<file path="src/rtl/matmul_pkg.sv">
// Shared constants and types for the 3x3 matmul operand feeder.
package matmul_pkg;
  localparam int N  = 3;
  localparam int DW = 4;

  localparam logic SEL_A = 1'b0;
  localparam logic SEL_B = 1'b1;

  typedef enum logic [2:0] {
    ST_IDLE,
    ST_CLR,
    ST_FEED,
    ST_DRAIN,
    ST_DONE
  } state_e;
endpackage

</file>
<file path="src/rtl/matmul_opbuf.sv">
// A/B operand register file: one element write port, k-indexed column-of-A / row-of-B read.
module matmul_opbuf
  import matmul_pkg::*;
#(
  parameter int DW = matmul_pkg::DW
) (
  input  logic                   clk,
  input  logic                   clear,
  input  logic                   wr_en,
  input  logic                   wr_sel,
  input  logic [1:0]             wr_row,
  input  logic [1:0]             wr_col,
  input  logic [DW-1:0]          wr_data,
  input  logic [1:0]             rd_k,
  output logic [N-1:0][DW-1:0]   rd_w,
  output logic [N-1:0][DW-1:0]   rd_x
);
  logic [N-1:0][N-1:0][DW-1:0] a_q, a_d, b_q, b_d;

  always_comb begin
    a_d = a_q;
    b_d = b_q;
    for (int r = 0; r < N; r++) begin
      for (int c = 0; c < N; c++) begin
        if (wr_en && wr_row == 2'(r) && wr_col == 2'(c)) begin
          if (wr_sel == SEL_A) a_d[r][c] = wr_data;
          else                 b_d[r][c] = wr_data;
        end
      end
    end
  end

  // w lanes take column k of A, x lanes take row k of B
  always_comb begin
    rd_w = '0;
    rd_x = '0;
    for (int k = 0; k < N; k++) begin
      if (rd_k == 2'(k)) begin
        for (int l = 0; l < N; l++) begin
          rd_w[l] = a_q[l][k];
          rd_x[l] = b_q[k][l];
        end
      end
    end
  end

  always_ff @(posedge clk) begin
    if (clear) begin
      a_q <= '0;
      b_q <= '0;
    end else begin
      a_q <= a_d;
      b_q <= b_d;
    end
  end
endmodule

</file>
<file path="src/rtl/matmul_feeder.sv">
// Operand sequencer for the 3x3 MAC array: clear, three k-slices, drain, done.
module matmul_feeder
  import matmul_pkg::*;
#(
  parameter int DW           = matmul_pkg::DW,
  parameter bit CLEAR_BEFORE = 1'b1
) (
  input  logic          clk,
  input  logic          clear,
  input  logic          wr_en,
  input  logic          wr_sel,
  input  logic [1:0]    wr_row,
  input  logic [1:0]    wr_col,
  input  logic [DW-1:0] wr_data,
  input  logic          start,
  output logic [DW-1:0] data_w1,
  output logic [DW-1:0] data_w2,
  output logic [DW-1:0] data_w3,
  output logic [DW-1:0] data_x1,
  output logic [DW-1:0] data_x2,
  output logic [DW-1:0] data_x3,
  output logic          load,
  output logic          mac_clear,
  output logic          busy,
  output logic          done,
  output logic          wr_err
);
  state_e     state_q, state_d;
  logic [1:0] k_q, k_d;
  logic       wr_ok;
  logic       load_q, load_d, mac_clear_q, mac_clear_d;
  logic       busy_q, busy_d, done_q, done_d, wr_err_q, wr_err_d;
  logic [N-1:0][DW-1:0] rd_w, rd_x;
  logic [N-1:0][DW-1:0] data_w_q, data_w_d, data_x_q, data_x_d;

  assign wr_ok = wr_en && (state_q == ST_IDLE) && (wr_row < 2'(N)) && (wr_col < 2'(N));

  matmul_opbuf #(.DW(DW)) u_opbuf (
    .clk    (clk),
    .clear  (clear),
    .wr_en  (wr_ok),
    .wr_sel (wr_sel),
    .wr_row (wr_row),
    .wr_col (wr_col),
    .wr_data(wr_data),
    .rd_k   (k_d),
    .rd_w   (rd_w),
    .rd_x   (rd_x)
  );

  // Outputs are registered from the next state so they line up with the state they describe.
  // DONE is the idle-equivalent slot of a back-to-back run, so it also samples start.
  always_comb begin
    state_d = state_q;
    k_d     = k_q;
    case (state_q)
      ST_IDLE, ST_DONE: begin
        state_d = ST_IDLE;
        if (start) begin
          state_d = CLEAR_BEFORE ? ST_CLR : ST_FEED;
          k_d     = '0;
        end
      end
      ST_CLR: begin
        state_d = ST_FEED;
        k_d     = '0;
      end
      ST_FEED: begin
        if (k_q == 2'(N - 1)) begin
          state_d = ST_DRAIN;
          k_d     = '0;
        end else begin
          k_d = k_q + 2'd1;
        end
      end
      ST_DRAIN: state_d = ST_DONE;
      default:  state_d = ST_IDLE;
    endcase

    load_d      = (state_d == ST_FEED);
    mac_clear_d = (state_d == ST_CLR);
    busy_d      = (state_d == ST_CLR) || (state_d == ST_FEED) || (state_d == ST_DRAIN);
    done_d      = (state_d == ST_DONE);
    wr_err_d    = wr_en && !wr_ok;
  end

  always_comb begin
    data_w_d = '0;
    data_x_d = '0;
    if (load_d) begin
      data_w_d = rd_w;
      data_x_d = rd_x;
    end
  end

  always_ff @(posedge clk) begin
    if (clear) begin
      state_q     <= ST_IDLE;
      k_q         <= '0;
      load_q      <= 1'b0;
      mac_clear_q <= 1'b0;
      busy_q      <= 1'b0;
      done_q      <= 1'b0;
      wr_err_q    <= 1'b0;
      data_w_q    <= '0;
      data_x_q    <= '0;
    end else begin
      state_q     <= state_d;
      k_q         <= k_d;
      load_q      <= load_d;
      mac_clear_q <= mac_clear_d;
      busy_q      <= busy_d;
      done_q      <= done_d;
      wr_err_q    <= wr_err_d;
      data_w_q    <= data_w_d;
      data_x_q    <= data_x_d;
    end
  end

  assign data_w1   = data_w_q[0];
  assign data_w2   = data_w_q[1];
  assign data_w3   = data_w_q[2];
  assign data_x1   = data_x_q[0];
  assign data_x2   = data_x_q[1];
  assign data_x3   = data_x_q[2];
  assign load      = load_q;
  assign mac_clear = mac_clear_q;
  assign busy      = busy_q;
  assign done      = done_q;
  assign wr_err    = wr_err_q;
endmodule

</file>
<file path="config.mk">
export PLATFORM = sky130hd
export DESIGN_NAME = matmul_feeder
export DESIGN_NICKNAME = d
export VERILOG_FILES = /design/src/rtl/matmul_pkg.sv /design/src/rtl/matmul_opbuf.sv /design/src/rtl/matmul_feeder.sv
export SDC_FILE = /design/constraint.sdc
export NUM_CORES = 1
export LEC_CHECK = 0
export BUFFER_PORTS_ARGS = -buffer_cell sky130_fd_sc_hd__buf_2
export CAP_MARGIN = 20
export CORE_ASPECT_RATIO = 1.2
export CORE_MARGIN = 5
export CORE_UTILIZATION = 50
export DETAILED_ROUTE_END_ITERATION = 10
export HOLD_SLACK_MARGIN = 0.05
export PLACE_DENSITY = 0.83
export SLEW_MARGIN = 5
export SYNTH_ARGS = -nofsm -noshare
export SYNTH_HDL_FRONTEND = slang
export SYNTH_SLANG_ARGS = --single-unit
export TNS_END_PERCENT = 1
</file>
<file path="constraint.sdc">
create_clock -name clk -period 1.9 [get_ports clk]
set_input_delay 0.095 -clock clk [delete_from_list [all_inputs] [get_ports clk]]
set_output_delay 0.095 -clock clk [all_outputs]
set_load 0.02 [all_outputs]
</file>
==> results of run 1 <==
-- how the worst max path moves through the flow --
stage	to	slack [ns]
after floorplan	data_x3[3]$_SDFF_PP0_	0.03
after global placement	u_opbuf.a_q[0]$_SDFFE_PP0P_	0.04
final	data_x3[1]$_SDFF_PP0_	0.07
after detailed placement	u_opbuf.a_q[1]$_SDFFE_PP0P_	0.005
after global routing	data_x2[0]$_SDFF_PP0_	0.007
after CTS	data_x3[0]$_SDFF_PP0_	0.05
-- routing by layer --
metal  vias up  wire length (um)  global-route usage, %
li1       1628                 -                      -
met4         0               216                   9.34
met5         -                 0                      0
met2       107              4670                   29.7
met1      1569              4210                   24.9
met3        17               489                   4.35
-- flip-flops by register name, indices dropped and copies added, names as in the netlist --
register	cells
busy	1
data_w1	4
data_w2	4
data_w3	4
data_x1	4
data_x2	4
data_x3	4
done	1
k_q	2
load	1
mac_clear	1
state_q	3
u_opbuf.a_q	36
u_opbuf.b_q	36
wr_err	1
-- per-stage QoR --
step / power [mW] / hold WS [ns] / cells / area (sq um) / util [%]
final: 3.76 / 0.122 / 604 / 4830 / 58.9
after global routing: 3.92 / 0.141 / 604 / 4830 / 58.9
after CTS: 3.78 / 0.120 / 604 / 4810 / 58.7
after detailed placement: 2.60 / 0.402 / 585 / 4620 / 56.3
after global placement: 2.59 / 0.396 / 585 / 4620 / 56.3
after floorplan: 2.49 / 0.243 / 442 / 4220 / -
-- repair_timing --
item | CTS | global route
hold endpoints to repair | 2 | 0
endpoints found under the setup margin | 4 | 2
resized for setup | 1 | 4
hold buffers | 3 | 0
-- where the power goes --
part | leakage (nW) | switching (mW) | total, mW | internal (mW)
combinational | 0.828 | 0.201 | 0.303 | 0.102
clock | 0.0896 | 0.737 | 1.21 | 0.468
sequential | 0.856 | 0.0114 | 2.26 | 2.24
total | 1.77 | 0.950 | 3.76 | 2.81
-- final cells by class --
class,count,area [sq um],share of cell area (%)
inverter,2,7.51,0.156
sequential,106,2120,44.0
tap,114,143,2.95
multi-input combinational,298,1920,39.8
clock buffer,10,128,2.64
clock inverter,6,33.8,0.700
timing repair buffer,68,469,9.72
-- worst reg2reg max path, cell delays in order (launching register included) --
cell       delay (ns)
dfxtp_2          0.35
or3b_4           0.39
or3b_4           0.41
nand2_4          0.11
buf_12           0.16
mux2i_1          0.23
o2bb2ai_2        0.08
-- placed cells by master (no fill, tap or decap), types with 2 or more instances in the layout --
cell / instances
nand3_1: 25
nand4_1: 3
clkbuf_8: 9
nor2b_1: 2
inv_1: 2
buf_4: 19
dlygate4sd3_1: 3
nor2_4: 2
mux2i_2: 2
and2_1: 2
mux2i_1: 50
o2bb2ai_1: 12
buf_2: 41
nand2_1: 55
o21ai_0: 21
o31ai_1: 2
buf_12: 4
o2bb2ai_2: 12
nand2b_1: 2
dfxtp_1: 105
nor2_1: 38
a21oi_1: 47
or3b_4: 2
nor3_1: 3
clkinv_2: 5
-- cell families after synthesis --
family | count (synthesis) | share of synthesized area (%)
AO/OA/AOI/OAI | 97 | 15.8
XOR/XNOR | 1 | 0.208
buffers and inverters | 38 | 4.54
flip-flops | 106 | 50.3
multiplexers | 52 | 12.3
AND/OR/NAND/NOR | 148 | 16.8
==> summary.md, run 1 <==
| Metric | Value |
|---|---|
| Most used cell, CP | `or3b_4` |
| DR iter-0 viols | `350` |
| Global Route Usage Sum | `19.2%` |
| Synth Cell Area | `0.00422 sq mm` |
| Data required, critical path | `2.16 ns` |
| Min-delay worst type | `in2reg` |
| Startpoint types | `flip-flop` |
| Final setup fails | `0` |
| Top_reg_cell synth | `dfxtp_1` |
| Port Buffers | `41` |
| Worst Setup SP | `state_q[2]$_SDFF_PP0_` |
| Die W | `93.8 um` |
| Fraction of layout cells with a size suffix above 1 | `21.6%` |
| Net Count, Synth | `455` |
| Synth area leader | `dfxtp_1` |
| DRT Pass-1 Iters | `7` |
| Skew final | `0.00933 ns` |
| # fillers | `685` |
| RSZ-0062 raised after global routing | `false` |
| Number of remaining DRC errors | `0` |
| Antenna viol nets, final | `0` |
| Worst path slowest cell | `or3b_4` |
| Vias in the first global route | `3169` |
| Yosys warning total | `0` |
| Seq/Total Area, Yosys | `50.3%` |
| DPL Wire Length | `6.34 mm` |
| Hold depth | `3` |
| Worst path depth | `6` |
| Clock Latency Late Sink | `0.37 ns` |
| Final Cycle Share | `96.5%` |
| WL/cell | `15.9 um` |
| CP Capture Type | `flip-flop` |
| FF-to-FF Start | `state_q[2]$_SDFF_PP0_` |
| Reg-to-reg slack, setup | `0.07 ns` |
| Status | `finished, final reports clean` |
| Syn Inst Count | `442` |
| Pre-CTS setup slack | `0.00485 ns` |
| Pleak | `1.77 nW` |
| Share of the synthesized area in the top cell type | `50.3%` |
| Final Max Tran Viols | `0` |
| Num ports | `42` |
| Gr ovfl total | `0` |
| Area contributors post-synth | `dfxtp_1 50%, mux2i_1 12%, a21oi_1 5.6%` |
| Final min period | `1.83 ns` |
| Drt total wl | `9.58 mm` |
| Syn-to-layout area delta | `14.4%` |
| Initial antenna violation count | `0` |
| # rows | `36` |
| Worst hold endpoint | `load$_SDFF_PP0_` |
| Clock sink count | `106` |
| Clock Path Buffers | `2` |
| CP arrival | `2.10 ns` |
| FFs w/ async S/R, synth | `0%` |
| Largest net degree at the start of global routing | `80` |
| Worst reg2reg endpoint | `data_x3[1]$_SDFF_PP0_` |
| Post-synthesis sequential element count | `106` |
| Final WS setup | `0.0669 ns` |
| Fmax achieved | `0.546 GHz` |
| Number of synthesized flops with an enable pin | `0` |
| Worst Tran Pin Value | `0.800 ns` |
| Count of cell types in the netlist | `41` |
| Reg2Reg Depth | `6` |
| CTS tree | `built` |
| Fin. Hold Viols | `0` |
| Pwr/cell area | `780 mW/mm^2` |
| CP Cell Sequence | `or3b_4 > or3b_4 > nand2_4 > buf_12 > mux2i_1 > o2bb2ai_2` |
| Worst vdd ir | `0.000309 V` |
| CP Buf/Inv Count | `1` |
| Commonest cells in the netlist | `106 x dfxtp_1, 55 x nand2_1, 52 x mux2i_1` |
| Setup TNS | `0 ns` |
| Core Region | `0.00820 sq mm` |
| Hold_sp | `clear` |
| Top cell family by delay on the critical path | `simple AND/OR/NAND/NOR gates` |
| Via count | `3321` |
| Die height | `111 um` |
| Nets | `498` |
| H-tree Lvls | `3` |
| Max-slew headroom | `46.7%` |
| Initial core utilization | `51.4%` |
| First-pass GRT wire length | `15.7 mm` |
| Clk slew on worst S/H paths | `0.10 ns` |
| Routability cong. | `0.782` |
| Syn Area/Cell | `9.54 sq um` |
| Setup bufs post-CTS | `0` |
| Die area | `0.0104 sq mm` |
| Type of the worst setup path | `reg2reg` |
| Top-count cell post-synth | `dfxtp_1` |
| Root buffer cell | `clkbuf_8` |
| Max Cap Viol | `0` |
| Vias per cell | `5.50` |
| Antenna diodes | `0` |
| Total CTS buffers | `9` |
| Crit-path max cell delay | `0.41 ns` |
| Critical path fanouts, max | `12` |
Power figures use the tool's default switching activity.
==> run 2, diff against run 1 <==
Settings changed: CELL_PAD_IN_SITES_DETAIL_PLACEMENT set to 1, CELL_PAD_IN_SITES_GLOBAL_PLACEMENT set to 1, CORE_UTILIZATION 50 to 41, PLACE_DENSITY 0.83 to 0.86.
==> summary.md, run 2 (synthesis results as in run 1) <==
| Metric | Value |
|---|---|
| Most frequent cells in the layout | `106 x dfxtp_1, 55 x nand2_1, 50 x mux2i_1` |
| Worst vdd ir | `0.000489 V (+58%)` |
| WL/cell | `18.3 um (+15%)` |
| Min-delay worst type | `in2reg` |
| Skew final | `0.00635 ns (-0.00298 ns)` |
| Die W | `103 um (+9.3%)` |
| Setup TNS | `0 ns (unchanged)` |
| Fin. Hold Viols | `0 (unchanged)` |
| Worst Tran Pin Value | `0.836 ns (+0.0356 ns)` |
| Antenna diodes | `0 (unchanged)` |
| Clk slew on worst S/H paths | `0.07 ns (-0.03 ns)` |
| Clock Path Buffers | `2 (unchanged)` |
| Vias in the first global route | `3563 (+12%)` |
| Num ports | `42 (unchanged)` |
| Drt total wl | `11.3 mm (+18%)` |
| Fraction of layout cells with a size suffix above 1 | `23.3% (+1.6 points)` |
| Antenna viol nets, final | `0 (unchanged)` |
| Root buffer cell | `clkbuf_16` |
| Final min period | `1.87 ns (+0.0341 ns)` |
| Core Region | `0.0101 sq mm (+23%)` |
| DR iter-0 viols | `128 (-63%)` |
| Initial core utilization | `41.9% (-9.5 points)` |
| Met1 Use GR | `20.3% (-4.6 points)` |
| CP Capture Type | `flip-flop` |
| Number of remaining DRC errors | `0 (unchanged)` |
| Overall power | `4.64 mW (+23%)` |
| Final Cycle Share | `98.3% (+1.8 points)` |
| Status | `finished, final reports clean` |
| Clock Latency Late Sink | `0.35 ns (-0.02 ns)` |
| Global Route Usage Sum | `19.0% (-0.14 points)` |
| RSZ-0062 raised after global routing | `true` |
| Pleak | `1.84 nW (+4.1%)` |
| # fillers | `1155 (+69%)` |
| Fmax achieved | `0.536 GHz (-1.8%)` |
| DRT Pass-1 Iters | `4 (-3)` |
| Startpoint types | `flip-flop` |
| Via count | `3369 (+1.4%)` |
| Final setup fails | `0 (unchanged)` |
| Port Buffers | `41 (unchanged)` |
| Final Non-Filler Cells | `616 (+2.0%)` |
| CP Buf/Inv Count | `0 (-1)` |
| Data required, critical path | `2.10 ns (-0.06 ns)` |
| Die height | `121 um (+9.5%)` |
| Pwr/cell area | `922 mW/mm^2 (+18%)` |
| CTS tree | `built` |
| Routability cong. | `0.786 (+0.55%)` |
| Clock sink count | `106 (unchanged)` |
| Met2 Use GR | `35.5% (+5.8 points)` |
| CP arrival | `2.07 ns (-0.03 ns)` |
| Die area | `0.0124 sq mm (+20%)` |
| Total CTS buffers | `9 (unchanged)` |
| Initial antenna violation count | `0 (unchanged)` |
| Type of the worst setup path | `reg2reg` |
| Max-slew headroom | `44.3% (-2.4 points)` |
| Largest registers | `u_opbuf.a_q: 36 flops, u_opbuf.b_q: 36 flops` |
| Setup bufs post-CTS | `0 (unchanged)` |
| Met3 Use GR | `3.91% (-0.44 points)` |
| Max Cap Viol | `0 (unchanged)` |
| Crit-path max cell delay | `0.81 ns (+0.40 ns)` |
| Critical path fanouts, max | `7 (-5)` |
| First-pass GRT wire length | `18.0 mm (+15%)` |
| Placed insts | `599 (+2.4%)` |
| Vias per cell | `5.47 (-0.53%)` |
| Syn-to-layout area delta | `19.4%` |
| Top cell family by delay on the critical path | `simple AND/OR/NAND/NOR gates` |
| Commonest non-fill, non-tap cell in the layout | `dfxtp_1` |
| Gr ovfl total | `0 (unchanged)` |
| # rows | `40 (+11%)` |
| CP Cell Sequence | `or4b_2 > nor2_4 > mux2i_1 > nor2_1` |
| Busiest grt layer | `met2` |
| H-tree Lvls | `3 (unchanged)` |
| Final Max Tran Viols | `0 (unchanged)` |
| DPL Wire Length | `7.78 mm (+23%)` |
| Nets | `498 (unchanged)` |
| Worst path slowest cell | `or4b_2` |
| Largest net degree at the start of global routing | `80 (unchanged)` |
run 2: area by class of cell:
| type | count | area, sq um | share of cell area [%] |
|---|---|---|---|
| flip-flops and latches | 106 | 2120 | 42.1 |
| multi-input cells | 298 | 1950 | 38.7 |
| repair buffers | 68 | 460 | 9.14 |
| clock buffers | 12 | 267 | 5.29 |
| well taps | 126 | 158 | 3.13 |
| clock inverters | 4 | 72.6 | 1.44 |
| inverters | 2 | 7.51 | 0.149 |
run 2: stage by stage:
step | hold slack (ns) | cell area, sq um | setup slack, ns | util (%)
final | 0.0786 | 5040 | 0.0328 | 50.1
after global routing | 0.0893 | 5040 | -0.0233 | 50.1
after CTS | 0.0558 | 5000 | 0.000587 | 49.7
after detailed placement | 0.403 | 4650 | 0.0258 | 46.3
after global placement | 0.388 | 4650 | 0.108 | 46.3
after floorplan | 0.243 | 4220 | 0.0283 | -
run 2: report_power, final:
group          internal [mW]  switching, mW  total [mW]
Combinational          0.101          0.207       0.308
Clock                   1.26          0.816        2.08
Sequential              2.24         0.0120        2.26
Total                   3.61           1.03        4.64
run 2: per-layer routing:
metal | part of all wire (%) | vias up | routed length, um
met4 | 1.9 | 0 | 216
met1 | 39 | 1688 | 4400
met2 | 56 | 46 | 6310
li1 | - | 1623 | -
met5 | 0 | - | 0
met3 | 3.1 | 12 | 352
run 2: worst reg2reg max path, cell delays in order (launching register included):
cell     delay [ns]
dfxtp_1        0.35
or4b_2         0.81
nor2_4         0.25
mux2i_1        0.26
nor2_1         0.07
run 2: final timing paths:
path              slack (ns)                      endpoint                    startpoint  depth (start not counted)
setup / recovery        0.03  u_opbuf.a_q[15]$_SDFFE_PP0P_         state_q[2]$_SDFF_PP0_                          4
hold / removal          0.08             wr_err$_SDFF_PP0_                         wr_en                          3
setup reg to reg        0.03  u_opbuf.a_q[15]$_SDFFE_PP0P_         state_q[2]$_SDFF_PP0_                          4
hold reg to reg         0.46         data_x1[0]$_SDFF_PP0_  u_opbuf.b_q[12]$_SDFFE_PP0P_                          1
run 2: what timing repair did:
item / in CTS / in global routing
resized for setup: 0 / 9
hold buffers: 1 / 0
setup endpoints to repair: 0 / 44
endpoints found under the hold margin: 1 / 0
==> run 3, diff against run 2 <==
Settings changed: CORE_UTILIZATION 41 to 42, SYNTH_HIERARCHICAL set to 1.
==> summary.md, run 3 <==
| Metric | Value |
|---|---|
| Clock Latency Late Sink | `0.35 ns (about the same)` |
| Count of cell types in the netlist | `35 (-15%)` |
| Max-slew headroom | `50.0% (+5.7 points)` |
| Clock Path Buffers | `2 (unchanged)` |
| Antenna viol nets, final | `0 (unchanged)` |
| Fin. Hold Viols | `0 (unchanged)` |
| Hold WS | `0.0652 ns (-0.0134 ns)` |
| Worst path depth | `7 (+3)` |
| Type of the worst setup path | `reg2reg` |
| Worst vdd ir | `0.000466 V (-4.6%)` |
| Min-delay worst type | `in2reg` |
| Vias per cell | `5.29 (-3.3%)` |
| Largest registers | `u_opbuf/a_q: 36 flops, u_opbuf/b_q: 36 flops` |
| Pre-CTS setup slack | `0.000876 ns (-0.0249 ns)` |
| CP Buf/Inv Count | `1 (+1)` |
| Reg2Reg Depth | `7 (+3)` |
| First-pass GRT wire length | `18.9 mm (+4.9%)` |
| Nets | `500 (+0.40%)` |
| Root buffer cell | `clkbuf_16` |
| Core Region | `0.0110 sq mm (+9.2%)` |
| Final setup fails | `0 (unchanged)` |
| Clock sink count | `106 (unchanged)` |
| H-tree Lvls | `3 (unchanged)` |
| Synth Cell Area | `0.00468 sq mm (+11%)` |
| Syn Inst Count | `449 (+1.6%)` |
| Area contributors post-synth | `dfxtp_1 45%, mux2i_1 21%, nand2b_1 10%` |
| Worst Setup SP | `state_q[1]$_SDFF_PP0_` |
| Number of synthesized flops with an enable pin | `0 (unchanged)` |
| CP Cell Sequence | `xnor2_2 > o2bb2ai_2 > o21ai_2 > buf_12 > mux2i_2 > o21ai_0 > nor3b_2` |
| Final Max Tran Viols | `0 (unchanged)` |
| Drt total wl | `11.6 mm (+3.0%)` |
| Worst Tran Pin Value | `0.749 ns (-0.0862 ns)` |
| Final min period | `1.87 ns (+0.00358 ns)` |
| Initial antenna violation count | `0 (unchanged)` |
| Worst reg2reg endpoint | `data_x1[1]$_SDFF_PP0_` |
| Max Cap Viol | `0 (unchanged)` |
| Fmax achieved | `0.535 GHz (-0.19%)` |
| Critical path fanouts, max | `16 (+9)` |
| Antenna diodes | `0 (unchanged)` |
| Global Route Usage Sum | `18.1% (-0.92 points)` |
| DR iter-0 viols | `97 (-24%)` |
| Clk slew on worst S/H paths | `0.07 ns (about the same)` |
| Die area | `0.0134 sq mm (+7.5%)` |
| Initial core utilization | `42.6% (+0.67 points)` |
| Commonest non-fill, non-tap cell in the layout | `dfxtp_1` |
| Startpoint types | `flip-flop` |
| Most frequent cells in the layout | `104 x dfxtp_1, 95 x mux2i_1, 77 x nand2b_1` |
| Gr ovfl total | `0 (unchanged)` |
| Overall power | `4.80 mW (+3.4%)` |
| Final WS setup | `0.0292 ns (-0.00358 ns)` |
| Top-count cell post-synth | `dfxtp_1` |
| Top_reg_cell synth | `dfxtp_1` |
| Via count | `3296 (-2.2%)` |
| Skew final | `0.00949 ns (+0.00314 ns)` |
| Synth area leader | `dfxtp_1` |
| Reg-to-reg slack, setup | `0.03 ns (about the same)` |
| # rows | `42 (+5.0%)` |
| Fraction of layout cells with a size suffix above 1 | `22.4% (-0.86 points)` |
| Data required, critical path | `2.13 ns (+0.03 ns)` |
| Status | `finished, final reports clean` |
| Net Count, Synth | `462 (+1.5%)` |
| Crit-path max cell delay | `0.36 ns (-0.45 ns)` |
| Yosys warning total | `6 (+6)` |
| RSZ-0062 raised after global routing | `true` |
| Commonest cells in the netlist | `106 x dfxtp_1, 96 x mux2i_1, 77 x nand2b_1` |
| Worst path slowest cell | `dfxtp_2` |
| Top cell family by delay on the critical path | `compound AO/OA/AOI/OAI gates` |
| CP Capture Type | `flip-flop` |
| Total CTS buffers | `9 (unchanged)` |
| Largest net degree at the start of global routing | `35 (-56%)` |
| FFs w/ async S/R, synth | `0% (unchanged)` |
| Routability cong. | `0.832 (+5.8%)` |
| Crit path to | `data_x1[1]$_SDFF_PP0_` |
| Syn-to-layout area delta | `14.7%` |
| Final Cycle Share | `98.5% (+0.19 points)` |
| Seq/Total Area, Yosys | `45.4% (-5.0 points)` |
| Vias in the first global route | `3682 (+3.3%)` |
| Share of the synthesized area in the top cell type | `45.4% (-5.0 points)` |
| Pleak | `2.39 nW (+29%)` |
| Syn Area/Cell | `10.4 sq um (+9.2%)` |
| Pwr/cell area | `894 mW/mm^2 (-3.0%)` |
| Post-synthesis sequential element count | `106 (unchanged)` |
| # fillers | `1226 (+6.1%)` |
| CP arrival | `2.10 ns (+0.03 ns)` |
| Die height | `126 um (+3.7%)` |
| Number of remaining DRC errors | `0 (unchanged)` |
| CTS tree | `built` |
| DPL Wire Length | `7.77 mm (-0.19%)` |
| Die W | `106 um (+3.7%)` |
| WL/cell | `18.6 um (+1.8%)` |
| Hold_sp | `start` |
| Num ports | `42 (unchanged)` |
| Setup bufs post-CTS | `0 (unchanged)` |
| Port Buffers | `41 (unchanged)` |
| FF-to-FF Start | `state_q[1]$_SDFF_PP0_` |
| DRT Pass-1 Iters | `4 (unchanged)` |
[run 3: layer usage]
metal  vias to the layer above  global-route usage [%]  share of wire, %
li1                       1580                       -                 -
met1                      1644                    20.2                42
met2                        53                    33.1                52
met3                        19                    3.99               3.3
met4                         0                    7.24               2.3
met5                         -                       0                 0
[run 3: cell type report]
class	instances	area, sq um	area share, %
Timing Repair Buffer	58	345	6.44
Inverter	3	11.3	0.210
Clock inverter	5	103	1.91
Multi-Input combinational cell	309	2380	44.3
Tap cell	132	165	3.08
Sequential cell	106	2120	39.6
Clock buffer	10	239	4.45
[run 3: worst min path at each step]
stage	to	cells after the start
final	mac_clear$_SDFF_PP0_	2
after global routing	mac_clear$_SDFF_PP0_	2
after CTS	mac_clear$_SDFF_PP0_	2
after detailed placement	mac_clear$_SDFF_PP0_	2
after global placement	mac_clear$_SDFF_PP0_	2
after floorplan	wr_err$_SDFF_PP0_	1
[run 3: cell families (layout without fill, tap and decap cells)]
logic type	after synthesis	count (layout)	share of synthesized area [%]
compound gates	32	32	3.88
xor+xnor	1	1	0.187
buf+inv	34	76	4.68
flops	106	106	45.4
mux	96	96	20.5
simple gates	180	180	25.4
[run 3: worst reg2reg max path: stages, from the launching register on]
cell	delay [ns]
dfxtp_2	0.36
xnor2_2	0.22
o2bb2ai_2	0.13
o21ai_2	0.24
buf_12	0.22
mux2i_2	0.26
o21ai_0	0.14
nor3b_2	0.19
[run 3: power breakdown]
part	internal [mW]	switching (mW)	total, mW
clock network	1.31	0.815	2.13
logic	0.157	0.253	0.410
registers	2.24	0.0167	2.26
total	3.71	1.08	4.80
[run 3: repair_timing]
action,in CTS,in global routing
hold buffers,0,0
setup endpoints to repair,16,44
resized for setup,3,6
pin swaps,0,1
[run 3: stage by stage]
step,std cells,setup TNS [ns],cell area (sq um),util [%]
after global routing,623,-0.0648,5370,48.8
after floorplan,449,0,4680,-
after detailed placement,608,0,4990,45.4
final,623,0,5370,48.8
after global placement,608,0,4990,45.4
after CTS,623,-0.00952,5340,48.6
